[src/rtl/forward_layer.sv]
// -----------------------------------------------------------------------------
// forward_layer
//
// Fully-connected layer engine. Captures one frame of N signed fixed-point
// inputs (W bits, Q fractional bits). Then, one neuron at a time, it fetches
// N weights plus a bias from external weight memory and multiply-accumulates
// them through a single shared multiplier. Each result is saturated to W bits
// and emitted tagged with its neuron index. All M neurons reuse the captured
// frame; the next frame is accepted only after the last result has been taken.
//
// Optional build macro:
//   FORWARD_LAYER_RELU_EN - clamp negative results to zero (no extra cycles).
//
// Ports:
//   clk, rst            clock, asynchronous active-high reset
//   s_i_stb/dat/rdy     N input channels, channel k on s_i_dat[k*W+:W]
//   m_o_stb/dat/idx/rdy result stream: saturated value and neuron index
//   m_a_stb/dat/rdy     weight address stream, address = j*(N+1)+i
//   s_d_stb/dat/rdy     weight data stream (term i = N is the bias)
// -----------------------------------------------------------------------------
module forward_layer #(
    parameter  int W  = 16,
    parameter  int N  = 2,
    parameter  int M  = 4,
    parameter  int Q  = 8,
    localparam int A  = $clog2(M * (N + 1)),
    localparam int IW = (M > 1) ? $clog2(M) : 1
) (
    input  logic                clk,
    input  logic                rst,
    input  logic [N-1:0]        s_i_stb,
    input  logic [N*W-1:0]      s_i_dat,
    output logic [N-1:0]        s_i_rdy,
    input  logic                m_o_rdy,
    output logic                m_o_stb,
    output logic signed [W-1:0] m_o_dat,
    output logic [IW-1:0]       m_o_idx,
    input  logic                m_a_rdy,
    output logic                m_a_stb,
    output logic [A-1:0]        m_a_dat,
    input  logic                s_d_stb,
    input  logic [W-1:0]        s_d_dat,
    output logic                s_d_rdy
);

    localparam int IBW = $clog2(N + 1);

    typedef enum logic [1:0] {LOAD, ADDR, DATA, OUT} state_t;

    state_t                  state_q;
    logic [N-1:0]            cap_q;
    logic [IBW-1:0]          i_q;
    logic [IW-1:0]           j_q;
    logic signed [2*W-1:0]   acc_q;
    logic signed [W-1:0]     in_q [N];

    logic [N-1:0]            cap_xfer;
    logic                    all_cap;
    logic signed [W:0]       x_d;
    logic signed [W:0]       d_ext;
    logic signed [2*W+1:0]   prod_full;
    logic signed [2*W-1:0]   prod_d;
    logic signed [2*W-1:0]   acc_d;

    localparam logic signed [2*W-1:0] SAT_HI = {{(W+1){1'b0}}, {(W-1){1'b1}}};
    localparam logic signed [2*W-1:0] SAT_LO = {{(W+1){1'b1}}, {(W-1){1'b0}}};

    function automatic logic signed [W-1:0] sat(input logic signed [2*W-1:0] v);
        if (v > SAT_HI)
            sat = {1'b0, {(W-1){1'b1}}};
        else if (v < SAT_LO)
            sat = {1'b1, {(W-1){1'b0}}};
        else
            sat = v[W-1:0];
    endfunction

    function automatic logic signed [W-1:0] act(input logic signed [W-1:0] v);
`ifdef FORWARD_LAYER_RELU_EN
        act = v[W-1] ? '0 : v;
`else
        act = v;
`endif
    endfunction

    // Stream handshakes are decoded from registered state only; the reset
    // term keeps the inputs from being accepted while rst is held.
    assign s_i_rdy  = (state_q == LOAD && !rst) ? ~cap_q : '0;
    assign m_a_stb  = (state_q == ADDR);
    assign s_d_rdy  = (state_q == DATA);
    assign m_o_stb  = (state_q == OUT);
    assign m_a_dat  = A'(int'(j_q) * (N + 1) + int'(i_q));
    assign m_o_idx  = j_q;
    assign m_o_dat  = (state_q == OUT) ? act(sat(acc_q)) : '0;

    assign cap_xfer = s_i_stb & s_i_rdy;
    // Frame completes when every channel is either already held or lands now.
    assign all_cap  = &(cap_q | cap_xfer);

    // Operand select: captured input for i < N, 1.0 for the bias term. One
    // extra bit keeps 1<<Q positive even when Q = W-1.
    always_comb begin
        x_d = (W+1)'(1) <<< Q;
        for (int k = 0; k < N; k++) begin
            if (int'(i_q) == k)
                x_d = {in_q[k][W-1], in_q[k]};
        end
    end

    assign d_ext     = {s_d_dat[W-1], s_d_dat};
    assign prod_full = x_d * d_ext;
    assign prod_d    = (2*W)'(prod_full >>> Q);
    assign acc_d     = acc_q + prod_d;

    // Input frame buffer: data only, written on channel capture.
    always_ff @(posedge clk) begin
        for (int k = 0; k < N; k++) begin
            if (cap_xfer[k])
                in_q[k] <= s_i_dat[k*W +: W];
        end
    end

    // Control FSM: LOAD -> (ADDR -> DATA) x (N+1) -> OUT, repeated M times.
    always_ff @(posedge clk or posedge rst) begin
        if (rst) begin
            state_q <= LOAD;
            cap_q   <= '0;
            i_q     <= '0;
            j_q     <= '0;
            acc_q   <= '0;
        end else begin
            case (state_q)
                LOAD: begin
                    if (all_cap) begin
                        state_q <= ADDR;
                        cap_q   <= '0;
                        i_q     <= '0;
                        j_q     <= '0;
                        acc_q   <= '0;
                    end else begin
                        cap_q   <= cap_q | cap_xfer;
                    end
                end
                ADDR: begin
                    if (m_a_rdy)
                        state_q <= DATA;
                end
                DATA: begin
                    if (s_d_stb) begin
                        acc_q <= acc_d;
                        if (i_q == IBW'(N)) begin
                            state_q <= OUT;
                        end else begin
                            i_q     <= i_q + IBW'(1);
                            state_q <= ADDR;
                        end
                    end
                end
                OUT: begin
                    if (m_o_rdy) begin
                        acc_q <= '0;
                        i_q   <= '0;
                        if (j_q == IW'(M - 1)) begin
                            j_q     <= '0;
                            state_q <= LOAD;
                        end else begin
                            j_q     <= j_q + IW'(1);
                            state_q <= ADDR;
                        end
                    end
                end
                default: state_q <= LOAD;
            endcase
        end
    end

endmodule

[config.mk]
export PLATFORM = sky130hd
export DESIGN_NAME = forward_layer
export DESIGN_NICKNAME = d
export VERILOG_FILES = /design/src/rtl/forward_layer.sv
export SDC_FILE = /design/constraint.sdc
export NUM_CORES = 1
export LEC_CHECK = 0
export ABC_CLOCK_PERIOD_IN_PS = 9200
export BUFFER_PORTS_ARGS = -buffer_cell sky130_fd_sc_hd__buf_4
export CAP_MARGIN = 25
export CORE_ASPECT_RATIO = 1.2
export CORE_MARGIN = 5
export CORE_UTILIZATION = 40
export DETAILED_ROUTE_END_ITERATION = 12
export GPL_TIMING_DRIVEN = 0
export PLACE_DENSITY_LB_ADDON = 0.25
export SLEW_MARGIN = 5
export SYNTH_ARGS = -nofsm -noshare
export SYNTH_HDL_FRONTEND = slang
export SYNTH_SLANG_ARGS = --single-unit
[constraint.sdc]
create_clock -name clk -period 9.2 [get_ports clk]
set_input_delay 1.38 -clock clk [delete_from_list [all_inputs] [get_ports clk]]
set_output_delay 1.38 -clock clk [all_outputs]
set_load 0.02 [all_outputs]
==> results of run 1 <==
## cell usage in the layout, fill, tap and decap left out, types with 12 or more instances in the layout
cell | Yosys | layout
nand3_1 | 12 | 12
xor2_1 | 17 | 17
clkbuf_1 | 51 | 17
fa_1 | 269 | 263
inv_1 | 332 | 316
xnor2_1 | 40 | 38
a21oi_1 | 63 | 51
nor2_1 | 48 | 46
a21o_1 | 23 | 23
nand2_1 | 213 | 203
buf_4 | 1 | 138
and2_1 | 124 | 115
clkbuf_16 | 0 | 14
edfxtp_1 | 32 | 32
o21ai_0 | 56 | 34
dfrtp_1 | 40 | 39
ha_1 | 118 | 109
buf_6 | 0 | 14
inv_2 | 0 | 14
## registers in the layout, summed over array words and instances, names as in the netlist
register and cells:
acc_q 32, cap_q 2, i_q 2, in_q 32, m_o_idx 2, state_q 2
## critical path, delay by kind of cell
kind            cells  cell delay (ns)
simple gates        4             0.50
buf+inv             6             0.48
fa+ha+maj           8             3.80
compound gates     14             3.02
## per-layer routing
metal / up-vias / GRT usage, % / wire [µm]
li1: 5144 / - / -
met1: 5539 / 25.0 / 15400
met4: 0 / 8.87 / 1840
met3: 77 / 2.32 / 1220
met5: - / 0 / 0
met2: 226 / 35.3 / 20100
## kinds of logic after synthesis
family                     synth area share (%)
AOI/OAI and AO/OA                          9.27
adders and majority gates                  47.9
DFF                                        13.7
muxes                                     0.288
xor gates and xnor gates                   3.48
and+or+nand+nor                            15.3
buffers and inverters                      10.1
## metrics by stage
step	hold slack, ns	worst slack (ns)
after floorplan	0.477	0.0352
after global placement	0.499	-2.25
after detailed placement	0.509	-2.39
after CTS	0.522	-0.0293
after global routing	0.559	-0.169
final	0.519	0.177
## worst paths after layout
path	cells after the start	slack (ns)	endpoint	startpoint
setup / recovery	32	0.18	acc_q[29]	s_d_dat[4]
hold / removal	2	0.52	acc_q[7]	acc_q[7]
setup reg to reg	37	0.21	acc_q[29]	i_q[1]
hold reg to reg	2	0.52	acc_q[7]	acc_q[7]
max in group asynchronous	3	7.73	acc_q[14]	rst
min in group asynchronous	2	1.00	acc_q[10]	rst
## layout make-up
| cell class | count | area share, % |
|---|---|---|
| Inverter | 332 | 7.26 |
| Clock buffer | 9 | 1.30 |
| Timing Repair Buffer | 150 | 7.21 |
| Sequential cell | 72 | 11.4 |
| Multi-Input combinational cell | 1110 | 66.3 |
| Tap cell | 468 | 3.39 |
| Buffer | 46 | 2.53 |
| Clock inverter | 7 | 0.695 |
## what timing repair did
action,in CTS,in global routing
gates resized for setup,126,141
pin swaps,14,72
buffers inserted,28,29
cloned,0,4
endpoints found under the setup margin,23,16
endpoints found under the hold margin,0,0
==> reports/results.ini, run 1 <==
[run_status]
outcome=finished clean

[final_layout]
regArea_um2=1960
utilization_pct=48.4
final_cells=2194
final_layout_size_suffix_gt1_share_pct=17.8
nNetsFinal=2163
final_cell_area_um2=17300
antennaDiodeCount=0
multiInputGateArea_um2=11400
fillers=3369
area_growth_syn_to_layout_pct=20.6

[synthesis]
synth_top_cell_area_share_pct=37.6
synthCells=1566
ys_ff_latch=72
synthFlopType=dfrtp_1
synth.distinct_cells=58
synth-edff-count=32
synth_area_um2=14300
synth_fp_nets=2008
synthTopCellsByArea=fa_1 (38%), ha_1 (10%), inv_1 (8.7%)
synth_common_cells=inv_1 (332), fa_1 (269), nand2_1 (213), and2_1 (124), ha_1 (118)
syn-mean-instance-area_um2=9.15
synthArstFlopShare_pct=55.6
yosysTopAreaCell=fa_1
yosysWarnings=0
synth-seq-area-share_pct=13.7
synth_most_common_cell=inv_1

[floorplan]
ios=82
start_util_pct=40.2
die_h_um=217
dieArea_um2=39700
rows=76
core_area_um2=35700
die_w_um=183

[sta]
min_period_ns=9.02
setup_viol=0
min_period_over_period_pct=98.1
fin_tns_setup_ns=0
hold_viol_final=0
fmax_mhz=111
max_slew.worst_pin.slew_ns=0.994
rsz0062_at_grt=true
maxSlewHeadroom_pct=32.9
clock_skew_ns=0.0101
slew_viol_final=0

[run]
drv_cap=0

[cts]
clockBufferDepth=2
holdBufCountCts=0
numCtsBuffers=9
clk_pin_slew_ns=0.06
clkLatencyLatePin_ns=0.34
cts_tree=yes
cts.sinks=72
clockRootBuffer=clkbuf_16
h-tree-depth=3

[place]
placed_area_um2=15600
dp_hpwl_um=31600
gp_congestion=0.889
port_buffers=81
dp_cells=2125

[worst_setup_path]
worst-setup-path-type=input port to flop
cp-end-kind=flop
cp_max_fo=10
cp.required_ns=9.42
max_stage_delay_ns=0.56
timing.critical_path.mode_cell=fa_1
crit_path_top_delay_cell=fa_1
critPathArrivalTime_ns=9.24
critPathLaunchType=input port

[global_route]
grtUsageTotal_pct=20.1
grt_first_pass_wirelength_um=63300
grt_pass1_vias=11800
grt_antenna_before_repair=0
gr-total-overflow=0
grt_max_degree=32

[detailed_routing]
totalWireLength_um=38500
wl_per_cell_um=17.6
dr.pass1.iters=5
vias_per_cell=5.01
drt_iter0_markers=428
ant_nets=0
drc=0
vias=11000

[worst_hold_path]
hold_class=flop to flop

Power of run 1 is not shown: default switching activity piles up to over one toggle a cycle in this logic, so the estimate is an artifact.
==> inputs of run 2 (changes only) <==
- REMOVE_ABC_BUFFERS: unset -> 1
==> run 2 against run 1 <==
Final cell count down 2.1%; register-to-register slack better by 0.13 ns; via count down 1.7%; critical path type is now flop to flop.
==> reports/results.ini, run 2 (synthesized netlist as in run 1, its figures left out) <==
[global_route]
grt_antenna_before_repair=0
grtUsageMet3_pct=1.91
grt_max_degree=36
grt_util_met1_pct=24.2
grt_first_pass_wirelength_um=58600
grtUsageMet2_pct=31.9
busiest_layer=met2
grt_pass1_vias=11400
gr-total-overflow=0
grtUsageTotal_pct=18.1

[sta]
fmax_mhz=113
min_period_over_period_pct=96.3
max_slew.worst_pin.slew_ns=0.976
min_period_ns=8.86
clock_skew_ns=0.0134
setup_viol=0
worst_hold_slack_ns=0.518
worst_slack_ns=0.341
fin_tns_setup_ns=0
maxSlewHeadroom_pct=35.0
hold_viol_final=0
slew_viol_final=0

[final_layout]
reg.largest.list=acc_q x32, in_q x32
antennaDiodeCount=0
layout_commonest_cell=inv_1
fillers=3398
final_layout_size_suffix_gt1_share_pct=15.0
layout_common_cells=inv_1 (326), fa_1 (263), nand2_1 (206)
area_growth_syn_to_layout_pct=16.7
nNetsFinal=2116

[floorplan]
rows=76
start_util_pct=40.2
die_w_um=183
ios=82
core_area_um2=35700
die_h_um=217
dieArea_um2=39700

[cts]
clk_pin_slew_ns=0.06
numCtsBuffers=9
cts_tree=yes
clockBufferDepth=2
clkLatencyLatePin_ns=0.35
h-tree-depth=3
clockRootBuffer=clkbuf_16
cts.sinks=72
holdBufCountCts=0

[worst_setup_path]
crit_path_top_delay_cell=fa_2
critPathArrivalTime_ns=9.09
worst-setup-path-type=flop to flop
max_stage_delay_ns=0.57
cp.required_ns=9.43
cp_max_fo=7
cp-end-kind=flop
critPathLaunchType=flop

[worst_hold_path]
hold_class=flop to flop

[detailed_routing]
vias_per_cell=5.03
vias=10800
ant_nets=0
wl_per_cell_um=16.3
dr.pass1.iters=5
drc=0
totalWireLength_um=35000
drt_iter0_markers=396

[place]
place_ws_ns=-1.47
gp_congestion=0.843
port_buffers=81
dp_hpwl_um=28200

[run_status]
outcome=finished clean

[run]
drv_cap=0

[run 2: changes by cell type in the layout (fill, tap and decap cells not counted), sizes merged]
cell    delta
bufinv     -2
buf       -19
inv        +3
clkinv     -2
clkbuf    -27
[run 2: final timing paths]
path,startpoint,endpoint,slack [ns],depth (start not counted)
setup / recovery,i_q[1],acc_q[29],0.34,39
min in group asynchronous,rst,m_o_idx[0],0.95,2
max in group asynchronous,rst,i_q[1],7.78,3
hold reg to reg,acc_q[4],acc_q[4],0.52,2
hold / removal,acc_q[4],acc_q[4],0.52,2
setup reg to reg,i_q[1],acc_q[29],0.34,39
[run 2: timing repair]
item                                   4_1_cts  5_1_grt
setup endpoints to repair                   19       15
buffers inserted                            18       36
endpoints found under the hold margin        0        0
pin swaps                                    8       42
gates resized for setup                     35       54
cloned                                       0        1
[run 2: cell type report]
class	count	area, µm²	share of cell area (%)
Timing Repair Buffer	149	1260	7.54
Clock buffer	10	250	1.50
Sequential cell	72	1960	11.8
Multi-Input combinational cell	1110	11300	67.8
Tap cell	468	586	3.50
Inverter	332	1250	7.50
Clock inverter	6	72.6	0.434
[run 2: routing by layer]
layer / vias to the layer above / share of wire (%)
li1: 5047 / -
met5: - / 0
met1: 5550 / 44
met2: 165 / 51
met3: 42 / 3.0
met4: 0 / 1.8
[run 2: critical path, delay by kind of cell (launching register included)]
kind | cells | cell delay, ns
compound gates | 15 | 2.69
fa+ha+maj | 9 | 4.01
buf+inv | 9 | 0.93
xor+xnor | 1 | 0.13
simple gates | 5 | 0.52
flops | 1 | 0.44
[run 2: through the flow]
step	utilization [%]	std cells	cell area, µm²
4_1_cts	45.4	2111	16200
2_1_floorplan	-	1514	14100
3_5_place_dp	43.6	2077	15600
6_report	46.9	2147	16700
3_3_place_gp	43.0	2063	15300
5_1_grt	46.9	2147	16700
Power of run 2 is left out for the same reason.
